`config.mk`:
```
export PLATFORM = sky130hd
export DESIGN_NAME = lcd_req_arbiter
export DESIGN_NICKNAME = d
export VERILOG_FILES = /design/src/rtl/lcd_req_arbiter.sv
export SDC_FILE = /design/constraint.sdc
export NUM_CORES = 1
export LEC_CHECK = 0
export CAP_MARGIN = 20
export CORE_ASPECT_RATIO = 1.4
export CORE_UTILIZATION = 44
export DETAILED_ROUTE_END_ITERATION = 10
export PLACE_DENSITY = 0.66
export SLEW_MARGIN = 10
export SYNTH_ARGS = -nofsm -noshare
export SYNTH_HDL_FRONTEND = slang
export SYNTH_SLANG_ARGS = --single-unit
export TNS_END_PERCENT = 5
```
`constraint.sdc`:
```
create_clock -name clk -period 2.4 [get_ports clk]
set_clock_uncertainty 0.1 [all_clocks]
set_input_delay 0.36 -clock clk [delete_from_list [all_inputs] [get_ports clk]]
set_output_delay 0.36 -clock clk [all_outputs]
set_load 0.01 [all_outputs]
```
`src/rtl/lcd_req_arbiter.sv`:
```
// Round-robin arbiter granting the single SSD1963 bus engine to N requesters
// that handshake (4-phase req/ack) from foreign clock domains.
module lcd_req_arbiter #(
  parameter int unsigned N       = 4,
  parameter int unsigned IDW     = 2,
  parameter int unsigned TIMEOUT = 1024
) (
  input  logic           clk,
  input  logic           rst,
  input  logic [N-1:0]   req_async,
  output logic [N-1:0]   ack,
  output logic           eng_start,
  output logic [IDW-1:0] eng_id,
  output logic           eng_busy,
  input  logic           eng_done,
  output logic           err,
  output logic [IDW-1:0] err_id
);

  localparam int unsigned CntW = $clog2(TIMEOUT);

  typedef enum logic [1:0] {StIdle, StStart, StWait} state_e;

  state_e         state_q, state_d;
  logic [N-1:0]   sync0_q, sync0_d;
  logic [N-1:0]   sync1_q, sync1_d;
  logic [N-1:0]   ack_q, ack_d;
  logic [IDW-1:0] last_q, last_d;
  logic [IDW-1:0] eng_id_q, eng_id_d;
  logic [IDW-1:0] err_id_q, err_id_d;
  logic [CntW-1:0] cnt_q, cnt_d;
  logic           eng_start_q, eng_start_d;
  logic           err_q, err_d;

  logic [N-1:0]   elig;
  logic           found;
  logic [IDW-1:0] win_id;
  logic [IDW-1:0] rr_idx;

  // Round-robin search starting just after the last served requester.
  always_comb begin
    elig   = sync1_q & ~ack_q;
    found  = 1'b0;
    win_id = '0;
    rr_idx = '0;
    for (int unsigned k = 1; k <= N; k++) begin
      rr_idx = IDW'((32'(last_q) + k) % N);
      if (!found && elig[rr_idx]) begin
        found  = 1'b1;
        win_id = rr_idx;
      end
    end
  end

  always_comb begin
    state_d     = state_q;
    sync0_d     = req_async;
    sync1_d     = sync0_q;
    // Acks drop as soon as the synchronized request is low; a set below overrides.
    ack_d       = ack_q & sync1_q;
    last_d      = last_q;
    eng_id_d    = eng_id_q;
    err_id_d    = err_id_q;
    cnt_d       = cnt_q;
    eng_start_d = 1'b0;
    err_d       = 1'b0;
    unique case (state_q)
      StIdle: begin
        if (found) begin
          eng_id_d    = win_id;
          eng_start_d = 1'b1;
          state_d     = StStart;
        end
      end
      StStart: begin
        cnt_d   = '0;
        state_d = StWait;
      end
      StWait: begin
        cnt_d = cnt_q + CntW'(1);
        if (eng_done) begin
          ack_d[eng_id_q] = 1'b1;
          last_d          = eng_id_q;
          state_d         = StIdle;
        end else if (cnt_q == CntW'(TIMEOUT - 1)) begin
          ack_d[eng_id_q] = 1'b1;
          last_d          = eng_id_q;
          err_d           = 1'b1;
          err_id_d        = eng_id_q;
          state_d         = StIdle;
        end
      end
      default: state_d = StIdle;
    endcase
  end

  always_ff @(posedge clk) begin
    if (rst) begin
      state_q     <= StIdle;
      sync0_q     <= '0;
      sync1_q     <= '0;
      ack_q       <= '0;
      last_q      <= IDW'(N - 1);
      eng_id_q    <= '0;
      err_id_q    <= '0;
      cnt_q       <= '0;
      eng_start_q <= 1'b0;
      err_q       <= 1'b0;
    end else begin
      state_q     <= state_d;
      sync0_q     <= sync0_d;
      sync1_q     <= sync1_d;
      ack_q       <= ack_d;
      last_q      <= last_d;
      eng_id_q    <= eng_id_d;
      err_id_q    <= err_id_d;
      cnt_q       <= cnt_d;
      eng_start_q <= eng_start_d;
      err_q       <= err_d;
    end
  end

  assign ack       = ack_q;
  assign eng_start = eng_start_q;
  assign eng_id    = eng_id_q;
  assign eng_busy  = (state_q != StIdle);
  assign err       = err_q;
  assign err_id    = err_id_q;

endmodule

```
==> impl_results.md, run 1 <==
* Outcome: complete, no violations
* Antenna violations before repair at 0
* DIE HEIGHT at 68.8 µm
* Clock Power Share at 35.5%
* First-pass GRT wire length at 4770 µm
* Worst slack, placed at 523 ps
* Pwr dens at 824 nW/µm²
* Hold slack at 338 ps
* Input/output buffers at 17
* Mux contribution to synthesized area at 4.28%
* Comb pwr share at 21.1%
* Vias in the first global route at 1,083
* R2R depth at 6
* Area grow syn2layout at 22.6%
* Setup ws final at 311 ps
* Post-synthesis cell count at 147
* DP Area at 1610 µm²
* Sink Count at 32
* Leading post-synthesis cells by cell area: dfxtp_1 (46%), nor2b_1 (4.9%), ha_1 (4.5%), xor2_1 (4.4%), mux2i_1 (4.3%)
* CP Max Fanout at 3
* P_sw at 404 µW
* Root Buffer: clkbuf_8
* XOR/XNOR Fraction of Synth Area at 5.00%
* Routed Antenna Nets at 0
* Starting density of the core at 47.8%
* CTS tree: built
* Final Cell Area at 1720 µm²
* Static leakage at 0.633 nW
* Post-route DRC at 0
* Post-synthesis sequential area ratio at 45.7%
* Synthesized Nets at 159
* Synth top area share at 45.7%
* Seq pwr share at 43.4%
* Main combinational cell family by area after synthesis: simple AND/OR/NAND/NOR gates
* Ys async rst share at 0%
* Total CTS buffers at 5
* Crit path launch type: flop
* Total gr overflow at 0
* Top FF cell, synth: dfxtp_1
* Crit share post-route at 87.0%
* Final std cells w/o fill at 206
* Clk slew on worst S/H paths at 60 ps
* Post-Synth Adder-Cell Area at 4.46%
* Final core occ at 58.6%
* GPL Wtd Cong at 0.889
* Final hold vios at 0
* Synth unique cells at 40
* Setup Buffers After CTS at 0
* Worst-case vdd ir drop at 0.000568 V
* Post-CTS Hold Buffers at 0
* WHS Path Cells at 1
* Biggest area consumer among synthesized cells: dfxtp_1
* Simple-gate share of the synthesized area at 26.1%
* Gr usage total at 19.2%
* Switching Fraction at 28.5%
* Top post-synthesis cells by count: dfxtp_1 (32), nor2_1 (13), nor2b_1 (11)
* Worst Tran Pin Value at 595 ps
* CP endpoint kind: output pin
* N_diodes at 0
* CP Data Arrival Time at 1630 ps
* Via count at 1,123
* Post-synth EDFFs at 0
* Final slew viol count at 0
* Final wirelength at 2710 µm
* Syn avg cell area at 9.54 µm²
* Ports at 18
* Clk Latency, worst-skew pair at 280 ps
* Tot Pwr at 1.42 mW
* H-tree depth at 2
* Class of the worst hold path: reg -> reg
* Core footprint at 2940 µm²
* Setup CP Type: reg -> out
* Number of synthesized register bits at 32
* Die width at 49.7 µm
* Setup TNS Final at 0 ps
* Number of fill cells at 293
* Worst Path Required at 1940 ps
* Max Cap Violations at 0
* Clock period minus worst slack at 2090 ps
* Yosys warns at 0
* CTS Buffer Depth at 2
* Total Nets Final at 180
* Layout cells sized above 1 at 8.88%
* Seq. cell area at 641 µm²
* HPWL Detailed at 1940 µm
* Most frequent cell after synthesis: dfxtp_1
* Wire per inst at 13.2 µm
* Initial DRC count at 27
* Int Pwr at 1.01 mW
* Inst Count DP at 198
* First-pass DRT Iterations at 4
* Die area at 3420 µm²
* RSZ-0062 raised after global routing: no
* Post-CTS resize count at 0
* Synth Area in Compound Gates at 11.8%
* F_max at 0.479 GHz
* Vias/cell at 5.45
* # setup viols final at 0
* Largest net degree at the start of global routing at 22
* Cell row count at 23
* Area of the multi-input gates at 724 µm²
* Relative slew slack at 60.0%
* Synthesized area at 1400 µm²
[worst max-delay path: stages (launching register included)]
cell	delay, ps
dfxtp_1	360
inv_1	90
ha_1	220
inv_1	120
clkdlybuf4s50_1	550
[registers in the layout (all words and copies together), names as in the netlist]
signal,flops
eng_start,1
sync0_q,4
ack,4
sync1_q,4
err_id,2
cnt_q,10
err,1
state_q,2
last_q,2
eng_id,2
[per-layer routing]
layer / routed length [µm] / up-vias / GRT usage [%] / part of all wire (%)
met4: 58 / 0 / 10.7 / 2.1
met2: 1360 / 30 / 32.9 / 50
met5: 0 / - / 0 / 0
met3: 134 / 5 / 5.92 / 4.9
met1: 1160 / 530 / 21.0 / 43
li1: - / 558 / - / -
[power by group through the flow]
stage	Clock, mW	Sequential, mW	Combinational (mW)
2_1_floorplan	0	0.617	0.198
3_3_place_gp	0	0.624	0.294
3_5_place_dp	0	0.627	0.301
4_1_cts	0.521	0.615	0.302
5_1_grt	0.539	0.621	0.333
6_report	0.503	0.615	0.299
[placed cells by master, fill, tap and decap left out, types with 2 or more instances in the layout]
cell	synthesis	layout
o2111ai_1	2	2
a21oi_1	3	3
nand4_1	5	5
mux2i_1	6	6
nand3_1	2	2
nor2_1	13	13
inv_1	4	4
a31oi_1	2	2
nor3b_1	2	2
xor2_1	7	7
o21ai_0	3	3
and2_1	2	2
nand2b_1	5	5
nor2b_1	11	11
clkbuf_8	0	5
nor3_1	3	3
o21a_1	2	2
and4_1	2	2
and3_1	2	2
clkdlybuf4s50_1	0	17
nand2_1	10	10
ha_1	5	5
dfxtp_1	32	32
a32o_1	3	3
[worst paths after layout]
path                    from         end  slack, ps
setup reg to reg  state_q[0]    cnt_q[8]        520
hold / removal    sync0_q[3]  sync1_q[3]        340
setup / recovery  state_q[0]    eng_busy        310
hold reg to reg   sync0_q[3]  sync1_q[3]        340
[final cells by class]
type,instances,share of cell area [%]
clock inverter,2,2.04
tap,37,2.69
inverter,6,1.31
sequential,32,37.3
timing repair buffer,18,10.3
clock buffer,6,4.22
multi-input combinational,105,42.1
[cells by family (layout without fill, tap and decap cells)]
group	after synthesis	in the layout
simple gates	64	64
flops	32	32
compound gates	22	22
buf+inv	10	32
xor+xnor	8	8
mux	6	6
fa+ha+maj	5	5
(Power assumes the default switching activity.)
==> run 2, diff against run 1 <==
- CELL_PAD_IN_SITES_DETAIL_PLACEMENT: unset -> 0
- CELL_PAD_IN_SITES_GLOBAL_PLACEMENT: unset -> 1
- CORE_UTILIZATION: 44 -> 41
- PLACE_DENSITY: 0.66 -> unset
- PLACE_DENSITY_LB_ADDON: unset -> 0.1
- TNS_END_PERCENT: 5 -> 100
==> impl_results.md, run 2 (synthesis results as in run 1) <==
* Setup TNS Final at 0 ps (unchanged)
* # setup viols final at 0 (unchanged)
* CP endpoint kind: output pin
* Most flop-heavy register: cnt_q
* GPL Wtd Cong at 0.819 (-7.9%)
* Wire per inst at 13.7 µm (+3.8%)
* P_sw at 407 µW (+0.64%)
* Clk slew on worst S/H paths at 60 ps (about the same)
* Clock period minus worst slack at 2070 ps (-21.8 ps)
* Ports at 18 (unchanged)
* Starting density of the core at 44.1% (-3.7 points)
* Setup CP Type: reg -> out
* H-tree depth at 2 (unchanged)
* Root Buffer: clkbuf_8
* Clock Power Share at 31.3% (-4.2 points)
* Die area at 3660 µm² (+7.1%)
* RSZ-0062 raised after global routing: no
* Worst slack, placed at 493 ps (-30.0 ps)
* Class of the worst hold path: reg -> reg
* DIE HEIGHT at 71.2 µm (+3.5%)
* Initial DRC count at 18 (-33%)
* Worst Path Required at 1940 ps (about the same)
* Met1 Use GR at 18.6% (-2.4 points)
* N_diodes at 0 (unchanged)
* Final slew viol count at 0 (unchanged)
* CP Max Fanout at 3 (unchanged)
* Core footprint at 3180 µm² (+8.4%)
* Total Nets Final at 180 (unchanged)
* Static leakage at 0.629 nW (-0.67%)
* Antenna violations before repair at 0 (unchanged)
* Worst Tran Pin Value at 623 ps (+27.1 ps)
* Crit share post-route at 86.1% (-0.91 points)
* Met3 GRT Util at 5.38% (-0.54 points)
* Area grow syn2layout at 21.7%
* CTS Buffer Depth at 2 (unchanged)
* Most frequent cells in the layout: dfxtp_1 (32), clkdlybuf4s50_1 (17), nor2_1 (13)
* First-pass GRT wire length at 4820 µm (+1.0%)
* Routed Antenna Nets at 0 (unchanged)
* Final hold vios at 0 (unchanged)
* Comb pwr share at 22.7% (+1.6 points)
* Total gr overflow at 0 (unchanged)
* Layout cells sized above 1 at 9.47% (+0.59 points)
* Max Cap Violations at 0 (unchanged)
* Largest net degree at the start of global routing at 22 (unchanged)
* Die width at 51.4 µm (+3.4%)
* Post-CTS resize count at 0 (unchanged)
* Sink Count at 32 (unchanged)
* Pwr dens at 786 nW/µm² (-4.7%)
* Worst-case vdd ir drop at 0.000522 V (-8.1%)
* Relative slew slack at 58.2% (-1.8 points)
* Tot Pwr at 1.34 mW (-5.4%)
* Seq pwr share at 46.0% (+2.6 points)
* Crit path launch type: flop
* Setup ws final at 333 ps (+21.8 ps)
* GRT Max-Usage Layer: met2
* Input/output buffers at 17 (unchanged)
* Setup Buffers After CTS at 0 (unchanged)
* R2r setup slk at 490 ps (-30 ps)
* Total CTS buffers at 5 (unchanged)
* First-pass DRT Iterations at 4 (unchanged)
* Final wirelength at 2840 µm (+4.8%)
* Max reg flops at 10 (unchanged)
* Cell row count at 24 (+4.3%)
* Clk Latency, worst-skew pair at 280 ps (about the same)
* HPWL Detailed at 2070 µm (+7.1%)
* Vias/cell at 5.29 (-2.9%)
* CP Data Arrival Time at 1610 ps (-20 ps)
* Post-route DRC at 0 (unchanged)
* Post-CTS Hold Buffers at 0 (unchanged)
* Outcome: complete, no violations
* F_max at 0.484 GHz (+1.1%)
* Switching Fraction at 30.3% (+1.8 points)
* Most common cell after layout, fill and taps aside: dfxtp_1
* Vias in the first global route at 1,103 (+1.8%)
* CTS tree: built
* Via count at 1,101 (-2.0%)
* Int Pwr at 934 µW (-7.7%)
* M2 GR Usage at 32.2% (-0.76 points)
* Gr usage total at 18.0% (-1.2 points)
## run 2: stage by stage
step	cells	util [%]	instance area (µm²)	hold WS (ps)
2_1_floorplan	147	-	1400	314
3_3_place_gp	200	50.7	1610	316
3_5_place_dp	200	50.7	1610	333
4_1_cts	208	53.6	1710	349
5_1_grt	208	53.6	1710	364
6_report	208	53.6	1710	343
## run 2: layout make-up
type | instances | area [µm²]
clock buffers | 6 | 82.6
clock inverters | 2 | 10.0
fillers | 313 | 1480
inverters | 6 | 22.5
multi-input cells | 105 | 724
flip-flops and latches | 32 | 641
well taps | 39 | 48.8
repair buffers | 18 | 178
## run 2: power by group through the flow
stage | clock [mW] | sequential [mW] | combinational (mW)
floorplan | 0 | 0.617 | 0.198
detailed placement | 0 | 0.627 | 0.304
CTS | 0.435 | 0.616 | 0.309
global route | 0.463 | 0.622 | 0.338
global placement | 0 | 0.626 | 0.298
finish | 0.420 | 0.616 | 0.305
## run 2: worst paths after layout
path	from	to	cells after the start
max	state_q[1]	eng_busy	4
max reg2reg	state_q[1]	cnt_q[8]	6
min	sync0_q[1]	sync1_q[1]	1
min reg2reg	sync0_q[1]	sync1_q[1]	1
## run 2: routing by layer
layer	wire [µm]	up-vias
li1	-	557
met1	1200	516
met2	1490	21
met3	92	7
met4	53	0
met5	0	-
## run 2: worst max-delay path, stage by stage, from the launching register on
cell	delay, ps
dfxtp_1	360
inv_1	90
ha_1	220
inv_1	100
clkdlybuf4s50_1	550
==> run 3, diff against run 2 <==
- CORE_ASPECT_RATIO: 1.4 -> 0.5
==> impl_results.md, run 3 (synthesis results as in run 1) <==
* H-tree depth at 2 (unchanged)
* First-pass GRT wire length at 4730 µm (-1.9%)
* Largest net degree at the start of global routing at 22 (unchanged)
* Total gr overflow at 0 (unchanged)
* Capture point of the worst path: eng_busy
* Final Cell Area at 1720 µm² (+0.81%)
* RSZ-0062 raised after global routing: no
* # setup viols final at 0 (unchanged)
* First-pass DRT Iterations at 4 (unchanged)
* Outcome: complete, no violations
* Crit share post-route at 87.4% (+1.2 points)
* Worst-case vdd ir drop at 0.000428 V (-18%)
* Wire per inst at 13.1 µm (-4.4%)
* Worst slack, placed at 504 ps (+10.7 ps)
* Static leakage at 0.633 nW (+0.72%)
* Gr usage total at 17.4% (-0.58 points)
* Starting density of the core at 45.0% (+0.92 points)
* Crit path launch type: flop
* Relative slew slack at 57.8% (-0.39 points)
* Ports at 18 (unchanged)
* Class of the worst hold path: reg -> reg
* Clock period minus worst slack at 2100 ps (+30.0 ps)
* WHS Path Cells at 1 (unchanged)
* CTS Buffer Depth at 2 (unchanged)
* Most flop-heavy register: cnt_q
* Most common cell after layout, fill and taps aside: dfxtp_1
* Total Nets Final at 182 (+1.1%)
* Die width at 84.7 µm (+65%)
* Max reg flops at 10 (unchanged)
* Sink Count at 32 (unchanged)
* Clk Latency, worst-skew pair at 280 ps (about the same)
* Input/output buffers at 17 (unchanged)
* DP Area at 1630 µm² (+1.0%)
* CTS tree: built
* Worst Tran Pin Value at 628 ps (+5.75 ps)
* HPWL Detailed at 1960 µm (-5.4%)
* Final wirelength at 2760 µm (-3.0%)
* CP Max Fanout at 3 (unchanged)
* Post-route DRC at 0 (unchanged)
* Critical R2R Launch: state_q[0]
* Area grow syn2layout at 22.7%
* Post-CTS Hold Buffers at 0 (unchanged)
* Pwr dens at 789 nW/µm² (+0.48%)
* Via count at 1,106 (+0.45%)
* R2r setup slk at 500 ps (about the same)
* Layout cells sized above 1 at 9.36% (-0.11 points)
* DIE HEIGHT at 43.4 µm (-39%)
* Most frequent cells in the layout: dfxtp_1 (32), clkdlybuf4s50_1 (17), nor2_1 (13)
* RR Endpoint: cnt_q[8]
* Setup TNS Final at 0 ps (unchanged)
* N_diodes at 0 (unchanged)
* CP Data Arrival Time at 1640 ps (+30 ps)
* CP endpoint kind: output pin
* Clk slew on worst S/H paths at 60 ps (about the same)
* Post-CTS resize count at 0 (unchanged)
* GPL Wtd Cong at 0.815 (-0.43%)
* Vias/cell at 5.24 (-0.97%)
* Worst Path Required at 1940 ps (about the same)
* Core footprint at 3120 µm² (-2.0%)
* F_max at 0.477 GHz (-1.4%)
* Setup ws final at 303 ps (-30.0 ps)
* R2R depth at 6 (unchanged)
* Total CTS buffers at 5 (unchanged)
* Cell row count at 14 (-42%)
* Worst setup path startpoint: state_q[0]
* Initial DRC count at 37 (+19)
* Vias in the first global route at 1,026 (-7.0%)
* Root Buffer: clkbuf_8
* Setup Buffers After CTS at 0 (unchanged)
* Die area at 3670 µm² (+0.31%)
* Setup CP Type: reg -> out
* Routed Antenna Nets at 0 (unchanged)
* Final hold vios at 0 (unchanged)
* Antenna violations before repair at 0 (unchanged)
* Max Cap Violations at 0 (unchanged)
* Final slew viol count at 0 (unchanged)
## run 3: changes by cell type in the layout (fill, tap and decap cells not counted)
cell,previous run,this run
clkinv_2,2,0
buf_4,1,3
clkbuf_1,0,2
## run 3: worst min-delay path by stage
stage,start,to,slack [ps]
after floorplan,sync0_q[0],sync1_q[0],310
after global placement,sync0_q[1],sync1_q[1],320
after detailed placement,sync0_q[3],sync1_q[3],320
after CTS,sync0_q[3],sync1_q[3],340
after global routing,sync0_q[0],sync1_q[0],360
final,sync0_q[3],sync1_q[3],340
## run 3: layout make-up
cell class | instances | area, µm²
clock buffer | 8 | 90.1
fill | 298 | 1400
inverter | 6 | 22.5
multi-input combinational | 105 | 724
sequential | 32 | 641
tap | 40 | 50.0
timing repair buffer | 20 | 193
## run 3: report_power, final
group          switching (mW)  leakage [nW]  internal (mW)  total (mW)
Clock                   0.193        0.0455          0.234       0.426
Combinational           0.182         0.327          0.143       0.324
Sequential             0.0371         0.261          0.570       0.607
Total                   0.411         0.633          0.947        1.36
## run 3: per-stage QoR
| step | hold slack (ps) | util, % | power, mW | instances |
|---|---|---|---|---|
| final | 336 | 55.2 | 1.36 | 211 |
| after global routing | 359 | 55.2 | 1.44 | 211 |
| after CTS | 336 | 55.2 | 1.38 | 211 |
| after detailed placement | 320 | 52.3 | 0.942 | 203 |
| after global placement | 318 | 52.3 | 0.938 | 203 |
| after floorplan | 314 | - | 0.815 | 147 |
## run 3: worst max-delay path, stage by stage, from the launching register on
cell,delay [ps]
dfxtp_1,360
inv_1,90
ha_1,240
inv_1,110
clkdlybuf4s50_1,550
## run 3: layer usage
layer | global-route usage [%] | vias up | share of wire [%]
met5 | 0 | - | 0
met4 | 7.12 | 0 | 1.1
met3 | 6.29 | 5 | 3.6
met2 | 27.6 | 15 | 44
met1 | 22.0 | 518 | 52
li1 | - | 568 | -
